--- src/rtl/fetch_buffer.sv ---
// fetch_buffer: in-order instruction queue between ifetch and decode.
// Each entry holds {fault, pc, instr}. Entries are written when ifetch presents
// a valid tuple and the queue is not full. They are presented to decode over a
// valid/ready handshake. A flush empties the queue in one cycle.
// Optional feature macro: FETCH_BUF_BYPASS_EN. When it is defined and the queue
// is empty, an incoming tuple is shown to decode in the same cycle.
module fetch_buffer #(
  parameter int XLEN  = 64,
  parameter int DEPTH = 4
) (
  input  logic                   clk,
  input  logic                   reset,
  input  logic                   flush,
  input  logic                   in_valid,
  input  logic [31:0]            in_instr,
  input  logic [XLEN-1:0]        in_pc,
  input  logic                   in_fault,
  output logic                   stall,
  output logic                   dec_valid,
  output logic [31:0]            dec_instr,
  output logic [XLEN-1:0]        dec_pc,
  output logic                   dec_fault,
  input  logic                   dec_ready,
  output logic [$clog2(DEPTH):0] count
);

  localparam int AW = $clog2(DEPTH);
  localparam logic [AW:0] PTR_ZERO = {(AW+1){1'b0}};
  localparam logic [AW:0] PTR_ONE  = {{AW{1'b0}}, 1'b1};

  // Storage, split per field so each field has its natural width.
  logic [31:0]     instr_mem_r [DEPTH];
  logic [XLEN-1:0] pc_mem_r    [DEPTH];
  logic            fault_mem_r [DEPTH];

  // Pointers carry one extra MSB so that full and empty can be told apart.
  logic [AW:0]   wr_ptr_r;
  logic [AW:0]   rd_ptr_r;
  logic [AW-1:0] wr_idx_s;
  logic [AW-1:0] rd_idx_s;

  logic empty_s;
  logic full_s;
  logic push_s;
  logic pop_s;

`ifdef FETCH_BUF_BYPASS_EN
  logic bypass_s;
`endif

  // Queue status derived from the pointers.
  always_comb begin
    wr_idx_s = wr_ptr_r[AW-1:0];
    rd_idx_s = rd_ptr_r[AW-1:0];
    empty_s  = (wr_ptr_r == rd_ptr_r);
    full_s   = (wr_ptr_r[AW-1:0] == rd_ptr_r[AW-1:0]) &&
               (wr_ptr_r[AW] != rd_ptr_r[AW]);
  end

`ifdef FETCH_BUF_BYPASS_EN
  // Bypass is used when nothing is queued ahead of the incoming tuple.
  // If decode takes it in the same cycle, the tuple is never written.
  always_comb begin
    bypass_s = empty_s && in_valid && !flush;
    push_s   = in_valid && !full_s && !flush && !(bypass_s && dec_ready);
    pop_s    = !empty_s && dec_ready && !flush;
  end
`else
  // Push and pop qualification. Flush suppresses both.
  always_comb begin
    push_s = in_valid && !full_s && !flush;
    pop_s  = !empty_s && dec_ready && !flush;
  end
`endif

  // Pointer update. Flush returns both pointers to the origin.
  always_ff @(posedge clk or posedge reset) begin
    if (reset) begin
      wr_ptr_r <= PTR_ZERO;
      rd_ptr_r <= PTR_ZERO;
    end else if (flush) begin
      wr_ptr_r <= PTR_ZERO;
      rd_ptr_r <= PTR_ZERO;
    end else begin
      if (push_s) begin
        wr_ptr_r <= wr_ptr_r + PTR_ONE;
      end else begin
        wr_ptr_r <= wr_ptr_r;
      end
      if (pop_s) begin
        rd_ptr_r <= rd_ptr_r + PTR_ONE;
      end else begin
        rd_ptr_r <= rd_ptr_r;
      end
    end
  end

  // Entry storage. It is cleared on reset so the head reads as zero afterwards.
  // A flush leaves the contents alone, because the pointers already hide them.
  always_ff @(posedge clk or posedge reset) begin
    if (reset) begin
      for (int i = 0; i < DEPTH; i++) begin
        instr_mem_r[i] <= 32'h0000_0000;
        pc_mem_r[i]    <= {XLEN{1'b0}};
        fault_mem_r[i] <= 1'b0;
      end
    end else if (push_s) begin
      instr_mem_r[wr_idx_s] <= in_instr;
      pc_mem_r[wr_idx_s]    <= in_pc;
      fault_mem_r[wr_idx_s] <= in_fault;
    end
  end

`ifdef FETCH_BUF_BYPASS_EN
  // Head presentation. The incoming tuple is shown directly while bypassing.
  always_comb begin
    if (bypass_s) begin
      dec_valid = 1'b1;
      dec_instr = in_instr;
      dec_pc    = in_pc;
      dec_fault = in_fault;
    end else begin
      dec_valid = !empty_s;
      dec_instr = instr_mem_r[rd_idx_s];
      dec_pc    = pc_mem_r[rd_idx_s];
      dec_fault = fault_mem_r[rd_idx_s];
    end
  end
`else
  // Head presentation. The head is always read from storage.
  always_comb begin
    dec_valid = !empty_s;
    dec_instr = instr_mem_r[rd_idx_s];
    dec_pc    = pc_mem_r[rd_idx_s];
    dec_fault = fault_mem_r[rd_idx_s];
  end
`endif

  // Occupancy and back-pressure toward ifetch.
  always_comb begin
    count = wr_ptr_r - rd_ptr_r;
    stall = full_s;
  end

endmodule

--- config.mk ---
export PLATFORM = sky130hd
export DESIGN_NAME = fetch_buffer
export DESIGN_NICKNAME = d
export VERILOG_FILES = /design/src/rtl/fetch_buffer.sv
export SDC_FILE = /design/constraint.sdc
export NUM_CORES = 1
export LEC_CHECK = 0
export BUFFER_PORTS_ARGS = -buffer_cell sky130_fd_sc_hd__buf_4
export CAP_MARGIN = 5
export CORE_MARGIN = 5
export CORE_UTILIZATION = 55
export DETAILED_ROUTE_END_ITERATION = 8
export PLACE_DENSITY = 0.76
export SLEW_MARGIN = 0
export SYNTH_ARGS = -nofsm -noshare
export SYNTH_HDL_FRONTEND = slang
export SYNTH_SLANG_ARGS = --single-unit
--- constraint.sdc ---
create_clock -name clk -period 37.1 [get_ports clk]
set_input_delay 3.71 -clock clk [delete_from_list [all_inputs] [get_ports clk]]
set_output_delay 3.71 -clock clk [all_outputs]
set_load 0.1 [all_outputs]
==> impl_metrics.toml <==
[global_route]
grt_pass1_wl_um = 57990
antenna_found_initial = 0
grt_max_degree = 191
grt_pass1_vias = 10450
grt-ovfl-total = 0
track_usage_pct = 20.20

[sta]
timing.setup.tns_ps = 0
fin_crit_ps = 7016
hold_viol = 0
fin_skew_ps = 10.33
rsz0062_at_grt = "no"
max_freq_mhz = 142.5
tightest_slew_ps = 1036
slew_violations = 0
finalSetupViolCount = 0
holdWs_ps = 486.7
fin_crit_sh_pct = 18.91
relSlewSlack_pct = 30.91

[cells_and_area]
areaGrowthSynthToFinish_pct = 18.38
finalNonFillerCells = 1616
final_nets = 1297
antenna_cells = 0
fin_area_mm2 = 0.02038
drive_gt1_share_pct = 58.93

[yosys]
syn-num-nets = 1102
async_flop_share_pct = 100.0
synth.distinct_cells = 27
yosys.cell_count.top_type = "dfrtp_1"
syn_avg_cell_area_um2 = 17.35
synth_top_area_share_pct = 57.28
synth_ff_type = "dfrtp_1"
yosysWarnings = 0
synth-seq-cells = 394
netlist_top_cells_area = "dfrtp_1 (57%), mux2_2 (22%), mux4_2 (13%), mux2_1 (3.9%), buf_2 (1.1%)"
synth_common_cells = "dfrtp_1 (394), mux2_2 (332), mux4_2 (97)"
netlist_instances = 992
netlist_area_mm2 = 0.01721
yosysTopAreaCell = "dfrtp_1"
synth-seq-area-share_pct = 57.28
synth_edf_count = 0

[drt]
ant_nets = 0
drc = 0
drtPass1Iterations = 4
drt-total-wl_um = 34560
dr.first_iter.drc_count = 394
vias = 9316
vias_per_cell = 5.765
avgRoutedWirePerCell_um = 21.39

[critical_path]
critPathArrivalTime_ps = 3310
cp_max_fo = 58
critPathLaunch = "rd_ptr_r[0]$_DFFE_PP0P_"
r2r_cells = 7
path_class = "reg -> out"
start_kind = "flip-flop"
cp-endpoint = "dec_instr[18]"
worst_setup_path_end_kind = "output pin"
r2r_slack_ps = 32870
cp_data_required_time_ps = 33390
reg2reg_to = "instr_mem_r[52]$_DFFE_PP0P_"
rr_startpoint = "rd_ptr_r[1]$_DFFE_PP0P_"

[floorplan]
die_x_um = 186.9
rows = 64
die_y_um = 186.9
start_util_pct = 55.98
coreArea_mm2 = 0.03075
dieArea_mm2 = 0.03494
ios = 204

[min_path]
hp-class = "reg -> reg"

[pwr]
p_leak_uw = 0.009200
p_per_area_mw_per_mm2 = 84.40
ir_drop_mv = 0.05855

[place]
io_buffers = 203
place_congestion = 0.7507
postPlaceCellArea_mm2 = 0.01897
place_hpwl_um = 21050
dp.cells = 1539

[clocking]
cts_setup_buffers = 0
cts_tree = "built"
cts.sinks = 394
ctsRootBufferMaster = "clkbuf_16"
cts-resized-gates = 0
clkSlewWorstSetupHoldPaths_ps = 60
clk_latency_ps = 520
htree_levels = 2
cts_hold_buffers = 0
cts_inserted_buffers = 42
clk_path_buf_depth = 3

[flow_run]
cap_violations = 0

[run_status]
status = "finished clean"
## worst max-delay path: stages (launching register included)
cell     delay [ps]
dfrtp_4        1060
buf_4           830
mux4_2          620
buf_4           250
## through the flow
step | setup WS [ps] | util (%) | power (uW)
finish | 30080 | 66.27 | 1720
global route | 29840 | 66.27 | 1796
CTS | 29970 | 66.27 | 1738
detailed placement | 30550 | 61.71 | 1314
global placement | 30560 | 61.71 | 1301
floorplan | 22440 | - | 1194
## layout make-up
class,count,area [um^2]
Multi-Input combinational cell,525,6940
Tap cell,396,495.5
Timing Repair Buffer,216,1634
Sequential cell,394,9867
Clock inverter,11,131.4
Inverter,8,37.54
Fill cell,2193,10370
Clock buffer,66,1272
## cell families after synthesis
kind of cell,share of synthesized area (%)
AOI/OAI and AO/OA,0.6469
xor gates and xnor gates,0.1454
adders and majority gates,0.6251
buffers and inverters,2.508
DFF,57.28
muxes,38.39
and+or+nand+nor,0.4070
## registers in the layout, summed over array words and instances, names as in the netlist
signal / count
wr_ptr_r: 3
instr_mem_r: 128
fault_mem_r: 4
pc_mem_r: 256
rd_ptr_r: 3
## where the power goes
group / leakage [uW] / switching (uW) / internal [uW]
Clock: 0.000693 / 166 / 250
Combinational: 0.00361 / 447 / 226
Sequential: 0.00490 / 70.8 / 560
## placed cells by master (no fill, tap or decap), drive strengths merged
| master | count |
|---|---|
| a31oi | 2 |
| buf | 216 |
| bufinv | 2 |
| clkbuf | 66 |
| clkinv | 9 |
| dfrtp | 394 |
| fa | 1 |
| ha | 7 |
| inv | 8 |
| mux2 | 392 |
| mux2i | 1 |
| mux4 | 97 |
| nand2 | 4 |
| nand3 | 1 |
| nor2 | 6 |
| nor2b | 4 |
| o2111ai | 1 |
| o211ai | 5 |
| o21a | 1 |
| o31ai | 1 |
| xnor2 | 2 |
## worst min path at each step
stage / start / end / slack [ps] / depth (start not counted)
CTS: pc_mem_r[136]$_DFFE_PP0P_ / pc_mem_r[136]$_DFFE_PP0P_ / 490 / 1
finish: pc_mem_r[158]$_DFFE_PP0P_ / pc_mem_r[158]$_DFFE_PP0P_ / 490 / 1
floorplan: pc_mem_r[136]$_DFFE_PP0P_ / pc_mem_r[136]$_DFFE_PP0P_ / 460 / 1
global placement: pc_mem_r[144]$_DFFE_PP0P_ / pc_mem_r[144]$_DFFE_PP0P_ / 470 / 1
detailed placement: pc_mem_r[136]$_DFFE_PP0P_ / pc_mem_r[136]$_DFFE_PP0P_ / 480 / 1
global route: pc_mem_r[143]$_DFFE_PP0P_ / pc_mem_r[143]$_DFFE_PP0P_ / 500 / 1
## metal layers
metal  vias to the layer above  track usage (%)  wire length (um)
met3                        43            5.282              1883
li1                       4109                -                 -
met4                         0            4.295               643
met2                       178            33.07             16860
met1                      4986            27.82             15180
met5                         -                0                 0
Power figures use the tool's default switching activity.
